**config.mk**
```make
export PLATFORM = sky130hd
export DESIGN_NAME = tlc_phase_scheduler
export DESIGN_NICKNAME = d
export VERILOG_FILES = /design/src/rtl/tlc_pkg.sv /design/src/rtl/tlc_tick_timer.sv /design/src/rtl/tlc_phase_scheduler.sv
export SDC_FILE = /design/constraint.sdc
export NUM_CORES = 1
export LEC_CHECK = 0
export BUFFER_PORTS_ARGS = -buffer_cell sky130_fd_sc_hd__buf_4
export CAP_MARGIN = 30
export CORE_ASPECT_RATIO = 0.5
export CORE_MARGIN = 1
export CORE_UTILIZATION = 24
export DETAILED_ROUTE_END_ITERATION = 12
export HOLD_SLACK_MARGIN = 0.15
export PLACE_DENSITY_LB_ADDON = 0.08
export SLEW_MARGIN = 15
export SYNTH_ARGS = -nofsm -noshare
export SYNTH_HDL_FRONTEND = slang
export SYNTH_SLANG_ARGS = --single-unit
```
**constraint.sdc**
```tcl
create_clock -name clk -period 2.2 [get_ports clk]
set_input_delay 0.22 -clock clk [delete_from_list [all_inputs] [get_ports clk]]
set_output_delay 0.22 -clock clk [all_outputs]
set_load 0.01 [all_outputs]
```
**src/rtl/tlc_pkg.sv**
```systemverilog
// Shared types for the traffic phase scheduler:
// state encoding, light words and walk-return direction.
package tlc_pkg;

  typedef enum logic [2:0] {
    NS_G     = 3'd0,
    NS_Y     = 3'd1,
    NS_AR    = 3'd2,
    EW_G     = 3'd3,
    EW_Y     = 3'd4,
    EW_AR    = 3'd5,
    PED_WALK = 3'd6,
    PED_CLR  = 3'd7
  } tlc_state_e;

  typedef enum logic {
    DIR_NS = 1'b0,
    DIR_EW = 1'b1
  } tlc_dir_e;

  localparam logic [2:0] LIGHT_RED = 3'b100;
  localparam logic [2:0] LIGHT_YEL = 3'b010;
  localparam logic [2:0] LIGHT_GRN = 3'b001;

endpackage

```
**src/rtl/tlc_tick_timer.sv**
```systemverilog
// Tick prescaler plus saturating phase timer.
// Ports: en gates the prescaler, clear zeroes the timer; tick, timer out.
module tlc_tick_timer #(
  parameter int unsigned TICK_DIV = 1,
  parameter int unsigned CNT_W    = 8
) (
  input  logic             clk,
  input  logic             rst_n,
  input  logic             en,
  input  logic             clear,
  output logic             tick,
  output logic [CNT_W-1:0] timer
);

  localparam logic [CNT_W-1:0] PRE_LAST =
    CNT_W'(TICK_DIV - 1);

  logic [CNT_W-1:0] pre;

  assign tick = en && (pre == PRE_LAST);

  always_ff @(posedge clk or negedge rst_n) begin
    if (!rst_n) begin
      pre <= '0;
    end else if (en) begin
      pre <= tick ? '0 : pre + 1'b1;
    end
  end

  always_ff @(posedge clk or negedge rst_n) begin
    if (!rst_n) begin
      timer <= '0;
    end else if (clear) begin
      timer <= '0;
    end else if (tick && (timer != '1)) begin
      timer <= timer + 1'b1;
    end
  end

endmodule

```
**src/rtl/tlc_phase_scheduler.sv**
```systemverilog
// Actuated NS/EW phase scheduler with min/max green and walk insertion.
// Ports: car_ns/car_ew/ped_req in; light words, walk, ped_pending, phase out.
module tlc_phase_scheduler
  import tlc_pkg::*;
#(
  parameter int unsigned TICK_DIV     = 1,
  parameter int unsigned CNT_W        = 8,
  parameter int unsigned MIN_GREEN    = 8,
  parameter int unsigned MAX_GREEN    = 20,
  parameter int unsigned YELLOW_TIME  = 3,
  parameter int unsigned ALL_RED_TIME = 2,
  parameter int unsigned WALK_TIME    = 6
) (
  input  logic       clk,
  input  logic       reset_n,
  input  logic       car_ns,
  input  logic       car_ew,
  input  logic       ped_req,
  output logic [2:0] light_north_south,
  output logic [2:0] light_east_west,
  output logic       walk,
  output logic       ped_pending,
  output logic [2:0] phase
);

  localparam logic [CNT_W-1:0] MIN_L =
    CNT_W'(MIN_GREEN - 1);
  localparam logic [CNT_W-1:0] MAX_L =
    CNT_W'(MAX_GREEN - 1);
  localparam logic [CNT_W-1:0] YEL_L =
    CNT_W'(YELLOW_TIME - 1);
  localparam logic [CNT_W-1:0] AR_L =
    CNT_W'(ALL_RED_TIME - 1);
  localparam logic [CNT_W-1:0] WALK_L =
    CNT_W'(WALK_TIME - 1);

  tlc_state_e       state, state_n;
  tlc_dir_e         dir, dir_n;
  logic             pend, pend_n;
  logic             tick;
  logic [CNT_W-1:0] timer;
  logic [2:0]       ns_n, ew_n;
  logic             walk_n;

  tlc_tick_timer #(
    .TICK_DIV (TICK_DIV),
    .CNT_W    (CNT_W)
  ) u_timer (
    .clk   (clk),
    .rst_n (reset_n),
    .en    (1'b1),
    .clear (state_n != state),
    .tick  (tick),
    .timer (timer)
  );

  always_comb begin
    state_n = state;
    dir_n   = dir;
    if (tick) begin
      unique case (state)
        NS_G: begin
          if ((car_ew | pend) &&
              (timer >= MAX_L ||
               (timer >= MIN_L && !car_ns)))
            state_n = NS_Y;
        end
        NS_Y: if (timer == YEL_L) state_n = NS_AR;
        NS_AR: begin
          if (timer == AR_L) begin
            if (pend) begin
              state_n = PED_WALK;
              dir_n   = DIR_EW;
            end else begin
              state_n = EW_G;
            end
          end
        end
        EW_G: begin
          if ((car_ns | pend) &&
              (timer >= MAX_L ||
               (timer >= MIN_L && !car_ew)))
            state_n = EW_Y;
        end
        EW_Y: if (timer == YEL_L) state_n = EW_AR;
        EW_AR: begin
          if (timer == AR_L) begin
            if (pend) begin
              state_n = PED_WALK;
              dir_n   = DIR_NS;
            end else begin
              state_n = NS_G;
            end
          end
        end
        PED_WALK: if (timer == WALK_L) state_n = PED_CLR;
        PED_CLR: begin
          if (timer == AR_L)
            state_n = (dir == DIR_EW) ? EW_G : NS_G;
        end
      endcase
    end
  end

  // Entering the walk serves the request; a press in that cycle is lost.
  always_comb begin
    pend_n = pend;
    if (state_n == PED_WALK && state != PED_WALK)
      pend_n = 1'b0;
    else if (ped_req && state != PED_WALK)
      pend_n = 1'b1;
  end

  // Decode from the next state so the registered heads track the state.
  always_comb begin
    ns_n   = LIGHT_RED;
    ew_n   = LIGHT_RED;
    walk_n = 1'b0;
    unique case (1'b1)
      (state_n == NS_G):     ns_n   = LIGHT_GRN;
      (state_n == NS_Y):     ns_n   = LIGHT_YEL;
      (state_n == EW_G):     ew_n   = LIGHT_GRN;
      (state_n == EW_Y):     ew_n   = LIGHT_YEL;
      (state_n == PED_WALK): walk_n = 1'b1;
      default: ;
    endcase
  end

  always_ff @(posedge clk or negedge reset_n) begin
    if (!reset_n) begin
      state             <= EW_AR;
      dir               <= DIR_NS;
      pend              <= 1'b0;
      light_north_south <= LIGHT_RED;
      light_east_west   <= LIGHT_RED;
      walk              <= 1'b0;
    end else begin
      state             <= state_n;
      dir               <= dir_n;
      pend              <= pend_n;
      light_north_south <= ns_n;
      light_east_west   <= ew_n;
      walk              <= walk_n;
    end
  end

  assign ped_pending = pend;
  assign phase       = state;

endmodule

```
* After elaboration in Yosys (flattened, before gate mapping)
Index checks and enable logic that the tools add are counted.
Word-level totals: register bits after elaboration 28
Operators by class: add/sub/neg operators 2, $lt $le $gt $ge 2, equal/unequal tests 21, muxes and demuxes 26, bitwise logic cells 2, reductions and logical operators 18
Operators with widths (number):
- two-way mux 3 bit | 11
- two-way mux 8 bit | 3
- case mux 3 bit (8 select lines) | 1
- equality test 3 bit (second input constant) | 6
- adder 8 x 1 -> 8 bit (second input constant) | 2
- case mux 3 bit (2 select lines) | 2
- equality test 3 x 2 -> 1 bit (second input constant) | 3
- equality test 8 x 1 -> 1 bit (second input constant) | 1
- equality test 8 x 2 -> 1 bit (second input constant) | 1
- equality test 8 x 3 -> 1 bit (second input constant) | 1
- >= comparator 8 x 3 -> 1 bit (second input constant) | 1
- >= comparator 8 x 5 -> 1 bit (second input constant) | 1
- zero test 8 bit | 1
- inequality test 2 bit (second input constant) | 4
- inequality test 8 bit (second input constant) | 1
- logical AND 1 bit | 7
- two-way mux 1 bit | 7
- equality test 3 x 1 -> 1 bit (second input constant) | 2
- zero test 3 bit | 2
- AND reduction 6 bit | 1
- nonzero test 2 bit | 3
- inequality test 3 bit | 1
- inequality test 3 bit (second input constant) | 1
- zero test 1 bit | 2
- other kinds (4) | 6

* Depth between registers and ports, before layout
Gate-level depths: netlist of the first run.
word-level depth 10, gate-level depth with buffers 9, mapped depth without buffers 9

* Cells and area by module
From an unflattened synthesis of the first run, not the netlist that was laid out.
Unflattened totals: cells, all modules 162, area total of the unflattened synthesis 1632.8 um^2
Modules (own cells, without submodules):
- tlc_tick_timer | times used 1, cells an instance 78, area an instance 817.0 um^2, seq. area each 400.4 um^2
- tlc_phase_scheduler | times used 1, cells an instance 84, area an instance 815.8 um^2, seq. area each 305.3 um^2

* Worst setup path after synthesis of the first run
OpenSTA, ideal clock, no wires.
kind register to register, start point register u_timer.pre[0], end point register light_east_west[2], library setup time 0.080 ns, data arrival time 2.266 ns, data required time 2.120 ns, path slack -0.146 ns, stages on the path, launching flop included 9, buffers on the path 0, clock period less this slack 2.346 ns, path through dfrtp_1 > inv_1 > ha_1 > or4b_4 > nor4_4 > a41o_1 > o211ai_2 > or3_1 > o22a_1
On the way: longest elaborated chain between the ends 4, elaborated cells between the ends (all ways) 5, classes of those cells 2 x eq/ne; 2 x mux; 1 x reduce/logical
Ends and longest elaborated chain:
- start, declared | RTL line tlc_tick_timer.sv:18 | logic [CNT_W-1:0] pre;
- start signal, assigned | RTL line tlc_tick_timer.sv:26 | pre <= tick ? '0 : pre + 1'b1;
- zero test 8 bit * | RTL line tlc_tick_timer.sv:20 | assign tick = en && (pre == PRE_LAST);
- two-way mux 3 bit * | RTL line tlc_phase_scheduler.sv:60 | if (tick) begin
- named net state_n[2] | RTL line tlc_phase_scheduler.sv:37 | tlc_state_e state, state_n;
- equality test 3 bit or equality test 3 x 2 -> 1 bit (tied branches) | RTL line tlc_phase_scheduler.sv:123, tlc_phase_scheduler.sv:122
- case mux 3 bit (2 select lines) * | RTL line tlc_phase_scheduler.sv:119 | unique case (1'b1)
- named net ew_n[2] | RTL line tlc_phase_scheduler.sv:42 | logic [2:0] ns_n, ew_n;
- end signal, assigned | RTL line tlc_phase_scheduler.sv:142 | light_east_west <= ew_n;
- end, declared | RTL line tlc_phase_scheduler.sv:20 | output logic [2:0] light_east_west,
The timed path passes the listed nets; every way through them passes the cells marked *. A chain may end at the register's enable or synchronous reset.

* Worst setup path after layout of the first run
start point register u_timer.pre[0], end point register light_east_west[2]
On the way: longest elaborated chain between the ends 4, elaborated cells between the ends (all ways) 5, classes of those cells 2 x eq/ne; 2 x mux; 1 x reduce/logical
Ends and longest elaborated chain (RTL line):
- zero test 8 bit * | tlc_tick_timer.sv:20
- two-way mux 3 bit * | tlc_phase_scheduler.sv:60
- equality test 3 bit or equality test 3 x 2 -> 1 bit (tied branches) | tlc_phase_scheduler.sv:123, tlc_phase_scheduler.sv:122
- case mux 3 bit (2 select lines) * | tlc_phase_scheduler.sv:119
- named net ew_n[2] | tlc_phase_scheduler.sv:42
Marks and branches as above.

==> results.sh, run 1 <==
export IMPL_first_pass_iters=4
export IMPL_grt_antenna_before_repair=0
export IMPL_synth_adder_area_share=0.0458
export IMPL_syn_area_um2=1640
export IMPL_cts_root_buf="clkbuf_16"
export IMPL_synth_warnings=0
export IMPL_setup_viol=18
export IMPL_cts_sinks=28
export IMPL_post_route_period_util=1.09
export IMPL_rows=20
export IMPL_rsz0062_at_grt="true"
export IMPL_yosysMostFrequentCell="dfrtp_1"
export IMPL_grt_pass1_vias=1598
export IMPL_max_freq_mhz=418
export IMPL_drc_errors=0
export IMPL_fillers=626
export IMPL_synth_cell_type_count=44
export IMPL_numPortBuffers=15
export IMPL_synth_simple_area_share=0.282
export IMPL_tns_ps=-2240
export IMPL_drive_gt1_frac=0.459
export IMPL_maxSlewViolCount=0
export IMPL_synthFlopType="dfrtp_1"
export IMPL_ys_ff_latch=28
export IMPL_dpl_hpwl_um=3340
export IMPL_die_width_um=119
export IMPL_ys_top_cells_by_count="dfrtp_1 (24), nor2_1 (19), nor3_1 (16)"
export IMPL_worst_setup_path_type="register to register"
export IMPL_status="finished, violations left"
export IMPL_core_area_um2=6330
export IMPL_tightestPinTransition_ps=401
export IMPL_start_util=0.259
export IMPL_synth_top_family_by_area="simple AND/OR/NAND/NOR gates"
export IMPL_ir_drop_mv=0.382
export IMPL_synth_async_reset_ratio=1.00
export IMPL_clock_skew_ps=3.03
export IMPL_drt_initial_drc_count=52
export IMPL_antenna_left=0
export IMPL_final_nets=256
export IMPL_cts_made_buffers=3
export IMPL_required_ps=2400
export IMPL_viasPerCell=4.65
export IMPL_yosysTopAreaCell="dfrtp_1"
export IMPL_yosysSeqAreaShare=0.431
export IMPL_worstPathArrival_ps=2590
export IMPL_relSlewSlack=0.732
export IMPL_fin_ws_ps=-193
export IMPL_avgSynthCellArea_um2=9.26
export IMPL_synth_edf_count=0
export IMPL_end_kind="register"
export IMPL_holdCritPathClass="input port to register"
export IMPL_fin_crit_ps=2390
export IMPL_hold_viol_final=0
export IMPL_cp_start_kind="register"
export IMPL_gp_congestion=0.792
export IMPL_grt_usage=0.146
export IMPL_multi_input_area_um2=1020
export IMPL_drt_total_wl_um=4710
export IMPL_num_vias=1543
export IMPL_clkLatencyLatePin_ps=270
export IMPL_grt_max_degree=29
export IMPL_cp_max_fo=2
export IMPL_synthTopCellsByArea="dfrtp_1 (37%), dfstp_2 (6.4%), xnor2_1 (6.4%), nor3_1 (4.9%), ha_1 (4.6%)"
export IMPL_powerDensity_nw_per_um2=1360
export IMPL_num_io_pins=16
export IMPL_synth_top_area_share=0.366
export IMPL_synthXorXnorAreaFrac=0.0695
export IMPL_area_growth_pct=54.1
export IMPL_cts_tree="done"
export IMPL_synth_cells=177
export IMPL_p_total_uw=3440
export IMPL_synth_compound_area_share=0.133
export IMPL_synthesis_nets=188
export IMPL_regArea_um2=707
export IMPL_n_antenna_cell=0
export IMPL_maxCapViolCount=0
export IMPL_clockBufferDepth=2
export IMPL_htreeDepth=1
export IMPL_grt_pass1_wl_um=7980
export IMPL_wl_per_cell_um=14.2
export IMPL_die_area_um2=7180
export IMPL_overflow=0
export IMPL_synth_mux_area_frac=0
export IMPL_clk_pin_slew_ps=70
export IMPL_die_y_um=60.4
export IMPL_leakage_uw=0.00114
export IMPL_failed_checks="setup timing"
[cells by family after synthesis]
group	after synthesis
buf+inv	16
xor+xnor	13
compound gates	29
simple gates	85
fa+ha+maj	6
flops	28
[cell usage in the layout, fill, tap and decap left out, types with 2 or more instances in the layout]
cell	synthesis	layout
ha_1	6	4
o21ai_2	0	4
nor3_2	0	6
nand2b_1	2	2
xnor2_1	12	12
nor2b_1	3	3
nand3_1	9	8
buf_4	0	66
dfstp_2	4	4
nor2_1	19	16
a41oi_1	3	2
buf_6	0	2
nand4_1	2	2
a21oi_1	3	3
o21ai_0	5	2
ha_2	0	2
nand2_1	12	12
dfrtp_1	24	23
clkbuf_16	0	3
or2_2	3	2
nor3_1	16	10
nor2_2	0	2
or4_4	1	2
inv_1	9	8
and2_1	3	3
and3_1	4	4
a31oi_1	2	2
[through the flow]
stage,utilization,hold WS [ps],cells,worst slack (ps),cell area (um^2)
after global routing,0.399,288,332,-340,2530
final,0.399,282,332,-193,2530
after global placement,0.342,171,316,-382,2170
after detailed placement,0.342,176,316,-329,2170
after floorplan,-,-75.6,177,-141,1650
after CTS,0.390,258,328,-217,2470
[final timing paths]
check / end / cells after the start / from / slack (ps)
max: light_east_west[2] / 8 / u_timer.pre[0] / -190
min: ped_pending / 3 / ped_req / 280
max reg2reg: light_east_west[2] / 8 / u_timer.pre[0] / -190
min reg2reg: u_timer.pre[7] / 1 / u_timer.pre[7] / 480
max in group asynchronous: phase[2] / 2 / reset_n / 1470
min in group asynchronous: u_timer.timer[3] / 2 / reset_n / 400
[final cells by class]
class	count	share of cell area
repair buffers	70	0.217
well taps	88	0.0436
clock buffers	3	0.0297
multi-input cells	133	0.404
clock inverters	1	0.0119
flip-flops and latches	28	0.280
inverters	9	0.0144
[sequential cells by signal, indices dropped and copies added (netlist names)]
register,cells
u_timer.timer,8
ped_pending,1
u_timer.pre,8
dir,1
walk,1
light_east_west,3
phase,3
light_north_south,3
[power breakdown]
part           total (uW)  internal [uW]  switching [uW]
clock                 561            363             197
combinational        2090           1070            1020
sequential            791            661             130
total                3440           2090            1350
[repair_timing]
item | in CTS | in global routing
hold endpoints to repair | 24 | 0
resized for setup | 26 | 9
pin swaps | 23 | 6
setup endpoints to repair | 18 | 20
buffers inserted | 7 | 4
hold buffers | 1 | 0
[layer usage]
layer | routed length [um] | part of all wire | vias up | track usage
met5 | 0 | 0 | - | 0
met4 | 40 | 0.0085 | 0 | 0.0380
met3 | 179 | 0.038 | 5 | 0.0310
met2 | 2100 | 0.45 | 24 | 0.242
met1 | 2390 | 0.51 | 750 | 0.197
li1 | - | - | 764 | -
[critical path, cell delays in order, from the launching register on]
cell     delay [ps]
dfrtp_1         380
inv_1            60
ha_2            170
or4b_4          490
or4_4           450
o21ai_2         140
o21ai_2          80
or3_4           390
o22a_1          170
(Power assumes the default switching activity.)
==> inputs of run 2 (changes only) <==
--- a/config.mk
+++ b/config.mk
@@ -7,12 +7,13 @@
 export LEC_CHECK = 0
 export BUFFER_PORTS_ARGS = -buffer_cell sky130_fd_sc_hd__buf_4
 export CAP_MARGIN = 30
-export CORE_ASPECT_RATIO = 0.5
+export CORE_ASPECT_RATIO = 0.9
 export CORE_MARGIN = 1
 export CORE_UTILIZATION = 24
 export DETAILED_ROUTE_END_ITERATION = 12
 export HOLD_SLACK_MARGIN = 0.15
 export PLACE_DENSITY_LB_ADDON = 0.08
+export REMOVE_ABC_BUFFERS = 1
 export SLEW_MARGIN = 15
 export SYNTH_ARGS = -nofsm -noshare
 export SYNTH_HDL_FRONTEND = slang
==> run 2 against run 1 <==
Against the previous run:
- the run still ends with setup timing left
- cell area shrank 1.2%
- critical path depth is the same
- flip-flop and latch count is the same
- fmax shrank 0.38%
- power shrank 6.7%
- global-route usage grew 0.42 points
- sequential power shrank 2.9%
- non-clock buffer count grew 3
- via count grew 2.5%
- combinational power shrank 4%
- wire length grew 5.2%
- utilization shrank 2.0 points
- critical path type unchanged
- largest cell class unchanged
==> results.sh, run 2 (synthesized netlist as in run 1, its figures left out) <==
export IMPL_status="finished, violations left"
export IMPL_failed_checks="setup timing"
export IMPL_wl_per_cell_um=14.7
export IMPL_r2r_slack_ps=-200
export IMPL_worstPathArrival_ps=2630
export IMPL_grt_antenna_before_repair=0
export IMPL_drc_errors=0
export IMPL_tightestPinTransition_ps=410
export IMPL_setup_viol=18
export IMPL_htreeDepth=1
export IMPL_max_freq_mhz=416
export IMPL_post_route_period_util=1.09
export IMPL_clockBufferDepth=2
export IMPL_die_width_um=89.1
export IMPL_dpl_worst_slack_ps=-264
export IMPL_powerDensity_nw_per_um2=1290
export IMPL_numPortBuffers=15
export IMPL_final_common_cell="buf_4"
export IMPL_overflow=0
export IMPL_ir_drop_mv=0.520
export IMPL_fin_ws_ps=-202
export IMPL_rr_worst_depth=8
export IMPL_first_pass_iters=4
export IMPL_maxSlewViolCount=0
export IMPL_clk_pin_slew_ps=110
export IMPL_worst_setup_path_type="register to register"
export IMPL_antenna_left=0
export IMPL_end_kind="register"
export IMPL_top_regs="u_timer.pre x8, u_timer.timer x8"
export IMPL_rsz0062_at_grt="true"
export IMPL_hold_depth=3
export IMPL_start_util=0.249
export IMPL_grt_usage=0.150
export IMPL_required_ps=2430
export IMPL_core_area_um2=6590
export IMPL_layout_common_cells="buf_4 (68), dfrtp_1 (24), nor2_1 (19), nand2_1 (12), xnor2_1 (12)"
export IMPL_n_antenna_cell=0
export IMPL_r2r_start="u_timer.pre[0]"
export IMPL_area_growth_pct=52.2
export IMPL_dpl_hpwl_um=3570
export IMPL_drt_total_wl_um=4960
export IMPL_gp_congestion=0.900
export IMPL_holdCritPathClass="input port to register"
export IMPL_die_y_um=80.4
export IMPL_final_nets=259
export IMPL_worstReg2RegEnd="light_east_west[2]"
export IMPL_relSlewSlack=0.726
export IMPL_leakage_uw=0.00113
export IMPL_cts_tree="done"
export IMPL_clkLatencyLatePin_ps=290
export IMPL_utilization=0.379
export IMPL_drt_initial_drc_count=77
export IMPL_clock_skew_ps=4.02
export IMPL_drive_gt1_frac=0.441
export IMPL_viasPerCell=4.69
export IMPL_grt_pass1_wl_um=8060
export IMPL_cts_root_buf="clkbuf_8"
export IMPL_rows=28
export IMPL_dpl_cell_area_um2=2200
export IMPL_min_from="ped_req"
export IMPL_grt_max_degree=29
export IMPL_grt_pass1_vias=1635
export IMPL_cp_max_fo=3
export IMPL_num_vias=1582
export IMPL_fin_area_um2=2490
export IMPL_cts_sinks=28
export IMPL_num_io_pins=16
export IMPL_fin_crit_ps=2400
export IMPL_cts_made_buffers=3
export IMPL_hold_viol_final=0
export IMPL_tns_ps=-1600
export IMPL_maxCapViolCount=0
export IMPL_cp_start_kind="register"
export IMPL_worstHoldEndpoint="ped_pending"
export IMPL_die_area_um2=7160
run 2: cell count changes in the layout (fill, tap and decap cells not counted), moves of 2 or more:
cell,previous run,this run
buf_4,66,68
buf_6,2,4
clkbuf_16,3,0
clkbuf_8,0,3
nor2_1,16,19
nor2_2,2,0
o21ai_1,1,3
o21ai_2,4,2
run 2: worst max-delay path by stage:
| stage | start | slack [ps] | cells past startpoint | end |
|---|---|---|---|---|
| final | u_timer.pre[0] | -200 | 8 | light_east_west[2] |
| after global routing | u_timer.pre[0] | -330 | 8 | light_east_west[2] |
| after CTS | u_timer.pre[0] | -240 | 9 | light_east_west[2] |
| after detailed placement | u_timer.timer[1] | -260 | 9 | light_east_west[2] |
| after global placement | u_timer.pre[0] | -210 | 8 | light_east_west[2] |
| after floorplan | u_timer.timer[5] | -180 | 6 | ped_pending |
run 2: critical path: stages (launching register included):
cell,delay (ps)
dfrtp_1,390
inv_1,60
ha_1,130
or4b_4,480
or4_4,450
o21ai_1,170
o21ai_2,90
or3_1,390
o22a_1,170
run 2: power breakdown:
group          internal (uW)  switching [uW]  leakage (uW)
Clock                    244             185     0.0000357
Combinational           1020             991      0.000727
Sequential               659             109      0.000367
Total                   1920            1290       0.00113
run 2: cell type report:
| cell class | count | area, um^2 |
|---|---|---|
| Fill cell | 701 | 4090 |
| Multi-Input combinational cell | 133 | 1010 |
| Sequential cell | 28 | 706 |
| Timing Repair Buffer | 73 | 566 |
| Tap cell | 90 | 113 |
| Clock buffer | 3 | 41.3 |
| Inverter | 9 | 33.8 |
| Clock inverter | 1 | 30.0 |
run 2: layer usage:
metal  GRT usage  part of all wire
met1       0.208              0.48
met2       0.236              0.47
met3      0.0226             0.031
met4      0.0508             0.020
met5           0                 0
run 2: stage by stage:
step	instances	hold slack, ps	total power (uW)
floorplan	170	-75.6	1550
global placement	324	167	2370
detailed placement	324	175	2380
CTS	331	237	2960
global route	337	275	3430
finish	337	258	3210
run 2: timing repair:
item | 4_1_cts | 5_1_grt
endpoints found under the setup margin | 18 | 20
pin swaps | 8 | 2
resized for setup | 12 | 20
cloned | 0 | 0
buffers inserted | 2 | 7
hold buffers | 1 | 0
hold endpoints to repair | 24 | 0
